### config.mk
export PLATFORM = sky130hd
export DESIGN_NAME = stepper_move_controller
export DESIGN_NICKNAME = d
export VERILOG_FILES = /design/src/rtl/stepper_move_controller.sv
export SDC_FILE = /design/constraint.sdc
export NUM_CORES = 1
export LEC_CHECK = 0
export CAP_MARGIN = 20
export CORE_ASPECT_RATIO = 0.7
export CORE_UTILIZATION = 55
export DETAILED_ROUTE_END_ITERATION = 12
export DONT_BUFFER_PORTS = 1
export PLACE_DENSITY_LB_ADDON = 0.05
export SETUP_SLACK_MARGIN = 0.1
export SYNTH_ARGS = -nofsm -noshare
export SYNTH_HDL_FRONTEND = slang
export SYNTH_SLANG_ARGS = --single-unit
### constraint.sdc
create_clock -name clock -period 4.8 [get_ports clock]
set_input_delay 0.72 -clock clock [delete_from_list [all_inputs] [get_ports clock]]
set_output_delay 0.72 -clock clock [all_outputs]
set_load 0.1 [all_outputs]
### src/rtl/stepper_move_controller.sv
// Stepper motor move controller: direction setup delay, fixed-width step pulses at a
// programmable period, step and absolute position tracking, abort and zero-length moves.
module stepper_move_controller #(
    parameter int unsigned PULSE_HIGH_CYCLES = 100,
    parameter int unsigned DIR_SETUP_CYCLES  = 50
) (
    input  logic        clock,
    input  logic        reset,
    input  logic        start,
    input  logic        abort,
    input  logic        dir_in,
    input  logic [31:0] num_steps,
    input  logic [31:0] period,
    output logic        step_out,
    output logic        dir_out,
    output logic        busy,
    output logic        done,
    output logic [31:0] steps_done,
    output logic [31:0] position
);

    localparam logic [31:0] HighLen   = 32'(PULSE_HIGH_CYCLES);
    localparam logic [31:0] SetupLen  = 32'(DIR_SETUP_CYCLES);
    localparam logic [31:0] MinPeriod = 32'(2 * PULSE_HIGH_CYCLES);

    typedef enum logic [1:0] {StIdle, StSetup, StHigh, StLow} state_t;

    state_t      state_q, state_d;
    logic [31:0] cnt_q, cnt_d;
    logic [31:0] num_q, num_d;
    logic [31:0] period_q, period_d;
    logic        dir_q, dir_d;
    logic [31:0] steps_q, steps_d;
    logic [31:0] pos_q, pos_d;
    logic        done_q, done_d;

    logic [31:0] eff_period;
    logic [31:0] low_last;

    // Period is clamped so the low phase is never shorter than the high phase.
    assign eff_period = (period > MinPeriod) ? period : MinPeriod;
    assign low_last   = period_q - HighLen - 32'd1;

    always_comb begin
        state_d  = state_q;
        cnt_d    = cnt_q;
        num_d    = num_q;
        period_d = period_q;
        dir_d    = dir_q;
        steps_d  = steps_q;
        pos_d    = pos_q;
        done_d   = 1'b0;

        if (state_q != StIdle && abort) begin
            state_d = StIdle;
            cnt_d   = 32'd0;
            done_d  = 1'b1;
        end else begin
            unique case (state_q)
                StIdle: begin
                    if (start && !abort) begin
                        steps_d = 32'd0;
                        if (num_steps == 32'd0) begin
                            done_d = 1'b1;
                        end else begin
                            num_d    = num_steps;
                            period_d = eff_period;
                            dir_d    = dir_in;
                            cnt_d    = 32'd0;
                            state_d  = StSetup;
                        end
                    end
                end
                StSetup: begin
                    if (cnt_q == SetupLen - 32'd1) begin
                        cnt_d   = 32'd0;
                        state_d = StHigh;
                    end else begin
                        cnt_d = cnt_q + 32'd1;
                    end
                end
                StHigh: begin
                    if (cnt_q == HighLen - 32'd1) begin
                        cnt_d   = 32'd0;
                        steps_d = steps_q + 32'd1;
                        pos_d   = dir_q ? pos_q + 32'd1 : pos_q - 32'd1;
                        state_d = StLow;
                    end else begin
                        cnt_d = cnt_q + 32'd1;
                    end
                end
                StLow: begin
                    if (cnt_q == low_last) begin
                        cnt_d = 32'd0;
                        if (steps_q == num_q) begin
                            state_d = StIdle;
                            done_d  = 1'b1;
                        end else begin
                            state_d = StHigh;
                        end
                    end else begin
                        cnt_d = cnt_q + 32'd1;
                    end
                end
                default: state_d = StIdle;
            endcase
        end
    end

    always_ff @(posedge clock) begin
        if (reset) begin
            state_q  <= StIdle;
            cnt_q    <= 32'd0;
            num_q    <= 32'd0;
            period_q <= 32'd0;
            dir_q    <= 1'b0;
            steps_q  <= 32'd0;
            pos_q    <= 32'd0;
            done_q   <= 1'b0;
        end else begin
            state_q  <= state_d;
            cnt_q    <= cnt_d;
            num_q    <= num_d;
            period_q <= period_d;
            dir_q    <= dir_d;
            steps_q  <= steps_d;
            pos_q    <= pos_d;
            done_q   <= done_d;
        end
    end

    assign step_out   = (state_q == StHigh);
    assign busy       = (state_q != StIdle);
    assign dir_out    = dir_q;
    assign done       = done_q;
    assign steps_done = steps_q;
    assign position   = pos_q;

endmodule

# ---- Word level (Yosys, flattened, before mapping)
# Cells that the tools add are included.
dict set report op_classes {
  n_addsub 6
  order_cmp 1
  n_eq_ne 12
  mux 24
  bitwise 2
  reduce_logical 13
}
# cell n
set op_table {}
lappend op_table {{32-bit 2-to-1 mux} 9}
lappend op_table {{32-bit one-hot mux with 4 select lines} 1}
lappend op_table {{32-bit by 1-bit adder with 32-bit output (second input constant)} 3}
lappend op_table {{32-bit equality test} 2}
lappend op_table {{32-bit one-hot mux with 2 select lines} 1}
lappend op_table {{32-bit by 1-bit subtractor with 32-bit output (second input constant)} 2}
lappend op_table {{32-bit by 6-bit equality test with 1-bit output (second input constant)} 1}
lappend op_table {{32-bit by 7-bit equality test with 1-bit output (second input constant)} 1}
lappend op_table {{32-bit by 8-bit greater-than comparator with 1-bit output (second input constant)} 1}
lappend op_table {{32-bit zero test} 1}
lappend op_table {{32-bit by 7-bit subtractor with 32-bit output (second input constant)} 1}
lappend op_table {{2-bit 2-to-1 mux} 6}
lappend op_table {{2-bit != test (second input constant)} 4}
lappend op_table {{2-bit one-hot mux with 4 select lines} 1}
lappend op_table {{4-bit AND reduction} 2}
lappend op_table {{1-bit 2-to-1 mux} 5}
lappend op_table {{5-bit AND reduction} 1}
lappend op_table {{2-bit equality test (second input constant)} 2}
lappend op_table {{2-bit nonzero test} 2}
lappend op_table {{3-bit AND reduction} 1}
lappend op_table {{2-bit by 1-bit equality test with 1-bit output (second input constant)} 1}
lappend op_table {{1-bit logical AND} 2}
lappend op_table {{2-bit zero test} 1}
lappend op_table {{2-bit by 1-bit != test with 1-bit output (second input constant)} 1}
lappend op_table {{other kinds (5)} 6}
dict set report word_totals {
  ff_bits 164
  in_bits 69
  output_inout_bits 68
  word_cells 66
}

# ---- Depth between registers and ports, before layout
# Gate-level depths: netlist of the first run.
dict set report logic_depth {
  depth_word 6
  ltp_mapped 14
  mapped_depth_nobuf 12
}

# ---- Worst setup path after synthesis of the first run
# Ideal clock, no wire load.
dict set report synth_timing {
  kind {register -> register}
  startpoint {register dir_q, in the netlist dir_out}
  endpoint {register pos_q[25], in the netlist position[25]}
  setup_time_ps 87
  arrival_time_ps 4161
  t_required_ps 4713
  slack_ps 552
  stages_incl_launch_ff 14
  n_path_buf 1
  synth_period_minus_slack_ps 4248
  path_cell_list {dfxtp_1 > inv_1 > ha_1 > clkbuf_1 > and4_1 > nor2b_1 > o21a_1 > or3b_2 > o21ai_0 > o21ai_0 > a21oi_1 > o21ai_0 > xnor2_1 > o31ai_1}
}
dict set report synth_between {
  elab_chain_len 1
}
# item line
set synth_rtl {}
lappend synth_rtl {{start: declaration} 32} ;# logic dir_q, dir_d;
lappend synth_rtl {{start signal: assignment} 125} ;# dir_q <= dir_d;
lappend synth_rtl {{32-bit 2-to-1 mux} 86} ;# pos_d = dir_q ? pos_q + 32'd1 : pos_q - 32'd1;
lappend synth_rtl {{end signal: assignment} 127} ;# pos_q <= pos_d;
lappend synth_rtl {{end: declaration} 34} ;# logic [31:0] pos_q, pos_d;
# No other way between the ends.
# A chain may end at the register's enable or synchronous reset.

# ---- Worst setup path in the final report of the first run
dict set report layout_timing {
  startpoint {register period_q[0]}
  endpoint {register cnt_q[26]}
}
dict set report layout_between {
  elab_chain_len 5
}
# item line
set layout_rtl {}
lappend layout_rtl {{start: declaration} 31} ;# logic [31:0] period_q, period_d;
lappend layout_rtl {{start signal: assignment} 124} ;# period_q <= period_d;
lappend layout_rtl {{32-bit by 7-bit subtractor with 32-bit output} 42} ;# assign low_last = period_q - HighLen - 32'd1;
lappend layout_rtl {{32-bit by 1-bit subtractor with 32-bit output} 42}
lappend layout_rtl {{32-bit equality test} 93} ;# if (cnt_q == low_last) begin
lappend layout_rtl {{32-bit 2-to-1 mux} 93}
lappend layout_rtl {{32-bit one-hot mux with 4 select lines} 59} ;# unique case (state_q)
lappend layout_rtl {{end signal: assignment} 122} ;# cnt_q <= cnt_d;
lappend layout_rtl {{end: declaration} 29} ;# logic [31:0] cnt_q, cnt_d;
# No other way between the ends.

==> results of run 1 <==
==> cells by family (layout without fill, tap and decap cells) <==
logic type	after synthesis	count (layout)	share of synthesized area [%]
muxes	7	7	0.757
buffers and inverters	93	115	3.86
and+or+nand+nor	569	569	28.1
adders and majority gates	39	39	5.00
xor gates and xnor gates	125	125	11.0
DFF	164	164	33.1
AOI/OAI and AO/OA	296	296	18.1
==> final timing paths <==
kind | from | endpoint | slack [ns]
worst min register to register | num_q[4] | num_q[4] | 0.47
worst min-delay path | reset | position[15] | 0.35
worst max-delay path | period_q[0] | cnt_q[26] | 0.90
worst max register to register | period_q[0] | cnt_q[26] | 0.90
==> routing by layer <==
metal | track usage (%) | part of all wire (%) | up-vias
met5 | 0 | 0 | -
met4 | 7.17 | 1.4 | 0
met3 | 7.64 | 7.9 | 20
met2 | 44.7 | 42 | 310
met1 | 43.7 | 49 | 4331
li1 | - | - | 4596
==> area by class of cell <==
type / count / area share [%]
Clock buffer: 18 / 4.01
Clock inverter: 14 / 1.44
Inverter: 25 / 0.856
Multi-Input combinational cell: 1036 / 57.1
Sequential cell: 164 / 29.9
Tap cell: 231 / 2.64
Timing Repair Buffer: 58 / 4.01
==> power groups by stage <==
stage / combinational (mW) / sequential, mW / clock, mW
after floorplan: 0.687 / 1.51 / 0
after global placement: 0.817 / 1.53 / 0
after detailed placement: 0.823 / 1.53 / 0
after CTS: 0.829 / 1.50 / 1.41
after global routing: 0.928 / 1.51 / 1.47
final: 0.839 / 1.50 / 1.39
==> layout by cell type (no fill, tap or decap), drive strengths merged, types with 7 or more instances in the layout <==
| master | count |
|---|---|
| inv | 33 |
| o31ai | 9 |
| dfxtp | 164 |
| xor2 | 43 |
| nor2b | 9 |
| nor3b | 18 |
| o21ai | 56 |
| xnor2 | 82 |
| nand3 | 55 |
| buf | 58 |
| nor2 | 79 |
| ha | 38 |
| nor4 | 38 |
| nor3 | 31 |
| clkbuf | 18 |
| a21oi | 137 |
| and3 | 17 |
| a21o | 29 |
| and2 | 9 |
| nand2 | 228 |
| a31oi | 7 |
| nand4 | 26 |
| or3 | 26 |
==> state kept, by name, indices dropped and copies added (netlist names) <==
register / flops
steps_done: 32
position: 32
state_q: 2
dir_out: 1
cnt_q: 32
done: 1
period_q: 32
num_q: 32
==> worst max-delay path: stages, from the launching register on <==
cell      delay, ns
dfxtp_1        0.34
inv_1          0.06
ha_1           0.24
nor2b_1        0.11
o311ai_1       0.62
nand3_1        0.42
or4_1          0.50
nor2_1         0.10
a21oi_1        0.06
nor4b_1        0.40
o21a_1         0.18
buf_4          0.37
o21ai_1        0.12
mux2_4         0.26
==> metrics.md, run 1 <==
| Metric | Value |
|---|---|
| Outcome | `complete, no violations` |
| Largest net degree at the start of global routing | `106` |
| Non-Filler Instances | `1546` |
| Final Hold Fails | `0` |
| Overall die area | `18600 sq um` |
| First-pass GRT wire length | `44.1 mm` |
| Part of the total power dissipated in sequential elements | `40.2%` |
| Crit Path Category | `register to register` |
| Largest area contributor in the netlist | `dfxtp_1` |
| TritonCTS clock tree | `yes` |
| Number of cell rows | `40` |
| Clock-pin slew on the worst setup and hold paths | `0.07 ns` |
| Total half-perimeter wirelength after legalization and detailed placement | `20.5 mm` |
| Post-layout minimum cycle time | `3.90 ns` |
| Area fraction of the dominant cell type after synthesis | `about a third` |
| Most common library cells after synthesis | `nand2_1 (228), dfxtp_1 (164), a21oi_1 (137)` |
| Critical path peak fanout | `45` |
| Crit start category | `register` |
| Starting density of the core | `around 57%` |
| Vertical extent of the die | `roughly 110 um` |
| Number of synthesized register bits | `164` |
| Share of final-layout standard cells stronger than drive strength 1 | `8.44%` |
| Core outline area | `approximately 17000 sq um` |
| Design Power | `between 3 and 4 mW` |
| Internal portion of total power | `2.49 mW` |
| Skew final | `0.0141 ns` |
| Total area of multi-input combinational cells | `6260 sq um` |
| Buffers on Ports | `0` |
| Count of boundary I/O pins | `approximately 140` |
| Cell count of the worst reg-to-reg path | `13` |
| Count of H-tree levels built during CTS | `4` |
| Average cell area after synthesis | `7.67 sq um` |
| FILL cells | `1592` |
| P_sw | `between 1 and 1.5 mW` |
| Final core utilization | `63.0%` |
| Placement Cell Area | `10400 sq um` |
| CTS Buffer Depth | `2` |
| Sum of negative setup slack | `0 ns` |
| Max-capacitance violation count | `0` |
| Number of antenna-violating nets in the routed design | `0` |
| Flip-flop cell with the highest count after synthesis | `dfxtp_1` |
| Hold crit path type | `input pin to register` |
| Residual DRC count | `0` |
| Ys Warns | `0` |
| Share of async-settable or async-resettable flops after synthesis | `0%` |
| Clock buffer count from CTS | `17` |
| Number of design-rule violations left by the first detailed-router iteration | `around 830` |
| Die Span X | `between 150 and 200 um` |
| Synth area leaders | `dfxtp_1 (33%), nand2_1 (8.6%), xnor2_1 (7.2%), a21oi_1 (6.9%), ha_1 (4.8%)` |
| Routed wire length | `27.8 mm` |
| Remaining Overflow, GRT | `0` |
| Instance count of the mapped netlist | `1293` |
| Total via count in the routed design | `9257` |
| Count of final max-slew check failures | `0` |
| Kind of capture point of the worst setup path | `register` |
| Number of clock sinks seen by CTS | `roughly 160` |
| Relative slew slack | `22.9%` |
| Total nets after synthesis | `roughly 1400` |
| Number of cells traversed by the worst hold path | `1` |
| Hold slack | `0.354 ns` |
| Root buffer cell | `clkbuf_16` |
| Via count of the first global-routing pass | `8351` |
| Period utilization | `81.3%` |
| Net switching fraction of the power | `33.2%` |
| Global-route usage over all layers | `30.3%` |
| Static leakage power | `4.28 nW` |
| Router iterations before antenna repair | `5` |
| Placed Instances | `approximately 1500` |
| Gates resized, CTS repair | `0` |
| Clock group share of total power | `37.3%` |
| Count of final setup violators | `0` |
| Count of flip-flops with a built-in enable after synthesis | `0` |
| WP data arrival | `4.22 ns` |
| Reg area | `3280 sq um` |
| Antenna violations before repair | `0` |
| Routed len/inst | `18.0 um` |
| Cell with the most instances after synthesis | `nand2_1` |
| Gate power share | `22.5%` |
| Highest ir drop seen on vdd | `0.213 mV` |
| Net count, final | `roughly 1400` |
| Summed instance area of the synthesized netlist | `9920 sq um` |
| Setup repair after global routing missed its margin | `no` |
| Post-route cell area | `11000 sq um` |
| Required time of the critical path | `5.11 ns` |
| Number of hold buffers added after CTS | `0` |
| Antenna Cells | `0` |
| Post-placement worst setup slack | `0.977 ns` |
| Power density relative to cell area | `340 nW/um^2` |
| Sequential cell area fraction in the yosys report | `about a third` |
| Area growth from synthesis to final layout | `10.6%` |
| Tightest Pin Transition | `1.16 ns` |
| Setup ws final | `between 0.8 and 0.9 ns` |
| Number of vias per cell | `5.99` |
| Weighted congestion at the end of routability-driven global placement | `0.965` |
| Fmax | `256 MHz` |
| Post-CTS setup repair buffer count | `0` |
| Clock latency on the worst-skew pair | `0.43 ns` |
| Post-synth cell types | `75` |
Note: power is estimated with default switching activity, not from simulation.
==> run 2, diff against run 1 <==
Clock period 4.8 ns to 3.68 ns, I/O delays scaled along.
==> metrics.md, run 2 (synthesis results as in run 1) <==
| Metric | Value |
|---|---|
| Hold crit path type | `input pin to register` |
| Post-route cell area | `11400 sq um (+4.0%)` |
| Buffers on Ports | `0 (unchanged)` |
| Highest ir drop seen on vdd | `0.295 mV (+39%)` |
| Starting density of the core | `56.9% (unchanged)` |
| Clock group share of total power | `36.8% (-0.5 points)` |
| Global-route usage over all layers | `29.2% (-1.1 points)` |
| Reg area | `3290 sq um (+0.11%)` |
| Count of H-tree levels built during CTS | `4 (unchanged)` |
| Tightest Pin Transition | `0.978 ns (-0.178 ns)` |
| Antenna Cells | `0 (unchanged)` |
| Antenna violations before repair | `0 (unchanged)` |
| Number of clock sinks seen by CTS | `164 (unchanged)` |
| CTS Buffer Depth | `2 (unchanged)` |
| Setup ws final | `0.196 ns (-0.699 ns)` |
| Final core utilization | `65.5% (+2.5 points)` |
| Required time of the critical path | `4.01 ns (-1.10 ns)` |
| P_sw | `1.66 mW (+34%)` |
| Remaining Overflow, GRT | `0 (unchanged)` |
| Fmax | `287 MHz (+12%)` |
| Area growth from synthesis to final layout | `15.0%` |
| TritonCTS clock tree | `yes` |
| Residual DRC count | `0 (unchanged)` |
| Crit Path Category | `register to register` |
| Die Span X | `163 um (unchanged)` |
| Vertical extent of the die | `114 um (unchanged)` |
| Outcome | `complete, no violations` |
| Router iterations before antenna repair | `5 (unchanged)` |
| Post-layout minimum cycle time | `3.48 ns (-0.421 ns)` |
| Net switching fraction of the power | `33.6% (+0.35 points)` |
| Setup repair after global routing missed its margin | `no` |
| Core outline area | `17400 sq um (unchanged)` |
| Sum of negative setup slack | `0 ns (unchanged)` |
| Skew final | `0.0115 ns (-0.00254 ns)` |
| Count of boundary I/O pins | `137 (unchanged)` |
| Crit start category | `register` |
| Max-capacitance violation count | `0 (unchanged)` |
| FILL cells | `1575 (-1.1%)` |
| Count of final max-slew check failures | `0 (unchanged)` |
| Placed Instances | `1554 (+2.7%)` |
| Root buffer cell | `clkbuf_16` |
| Non-Filler Instances | `1589 (+2.8%)` |
| Most common cell after layout, fill and taps aside | `nand2_1` |
| Overall die area | `18600 sq um (unchanged)` |
| Total via count in the routed design | `9354 (+1.0%)` |
| Critical path peak fanout | `5 (-89%)` |
| Number of design-rule violations left by the first detailed-router iteration | `832 (+0.12%)` |
| Number of cell rows | `40 (unchanged)` |
| Gate power share | `23.9% (+1.4 points)` |
| Commonest cells after routing, fill and taps aside | `nand2_1 (228), dfxtp_1 (163), a21oi_1 (136)` |
| Largest net degree at the start of global routing | `106 (unchanged)` |
| Number of vias per cell | `5.89 (-1.7%)` |
| Number of antenna-violating nets in the routed design | `0 (unchanged)` |
| Internal portion of total power | `3.29 mW (+32%)` |
| Number of hold buffers added after CTS | `0 (unchanged)` |
| Kind of capture point of the worst setup path | `register` |
| Post-placement worst setup slack | `0.0891 ns (-0.888 ns)` |
| Relative slew slack | `34.7% (+12 points)` |
| First-pass GRT wire length | `43.0 mm (-2.6%)` |
| Part of the total power dissipated in sequential elements | `39.3% (-0.9 points)` |
| Total area of multi-input combinational cells | `6330 sq um (+1.1%)` |
| Count of final setup violators | `0 (unchanged)` |
| Clock latency on the worst-skew pair | `0.44 ns (about the same)` |
| Routed len/inst | `17.0 um (-5.4%)` |
| Net count, final | `1453 (+3.0%)` |
| Placement Cell Area | `10700 sq um (+3.3%)` |
| Final Hold Fails | `0 (unchanged)` |
| Hold slack | `0.178 ns (-0.176 ns)` |
| Clock-pin slew on the worst setup and hold paths | `0.07 ns (about the same)` |
| Share of final-layout standard cells stronger than drive strength 1 | `12.2% (+3.8 points)` |
| WP data arrival | `3.82 ns (-0.40 ns)` |
| Clock buffer count from CTS | `17 (unchanged)` |
| Via count of the first global-routing pass | `8368 (+0.20%)` |
| Static leakage power | `4.52 nW (+5.7%)` |
| Design Power | `4.95 mW (+33%)` |
| Routed wire length | `27.0 mm (-2.8%)` |
| Weighted congestion at the end of routability-driven global placement | `0.923 (-4.4%)` |
| Total half-perimeter wirelength after legalization and detailed placement | `20.1 mm (-2.0%)` |
| Period utilization | `94.7% (+13 points)` |
| Power density relative to cell area | `434 nW/um^2 (+28%)` |
-- run 2: final timing paths --
| path | from | end | slack [ns] | cells past startpoint |
|---|---|---|---|---|
| worst max-delay path | period_q[11] | state_q[0] | 0.20 | 10 |
| worst min register to register | num_q[29] | num_q[29] | 0.47 | 2 |
| worst max register to register | period_q[11] | state_q[0] | 0.20 | 10 |
| worst min-delay path | reset | dir_out | 0.18 | 1 |
-- run 2: cell type report --
cell class | count | area share (%)
Multi-Input combinational cell | 1036 | 55.5
Sequential cell | 164 | 28.8
Tap cell | 231 | 2.53
Clock inverter | 15 | 1.59
Timing Repair Buffer | 101 | 6.94
Clock buffer | 17 | 3.73
Inverter | 25 | 0.856
-- run 2: worst max-delay path, stage by stage, from the launching register on --
cell,delay [ns]
dfxtp_1,0.31
or4_1,0.63
or4_4,0.51
nor4_2,0.26
xnor2_1,0.18
o2111a_1,0.21
nand4_1,0.17
or4b_1,0.60
nand2_1,0.15
nand2_1,0.06
a221oi_1,0.29
-- run 2: layer usage --
layer / global-route usage, % / vias up / part of all wire (%)
met4: 7.74 / 0 / 1.3
met1: 42.4 / 4326 / 49
li1: - / 4691 / -
met5: 0 / - / 0
met3: 6.88 / 23 / 7.8
met2: 42.9 / 314 / 42
-- run 2: what timing repair did --
action / CTS / global route
pin swaps: 0 / 1
setup endpoints to repair: 6 / 42
endpoints found under the hold margin: 0 / 0
setup buffers: 0 / 3
gates resized for setup: 3 / 10
-- run 2: power by group through the flow --
stage               clock network (mW)  registers [mW]  logic [mW]
global placement                     0            1.98        1.11
CTS                               1.86            1.94        1.14
finish                            1.82            1.95        1.18
global route                      1.93            1.95        1.30
detailed placement                   0            1.98        1.13
floorplan                            0            1.97       0.898
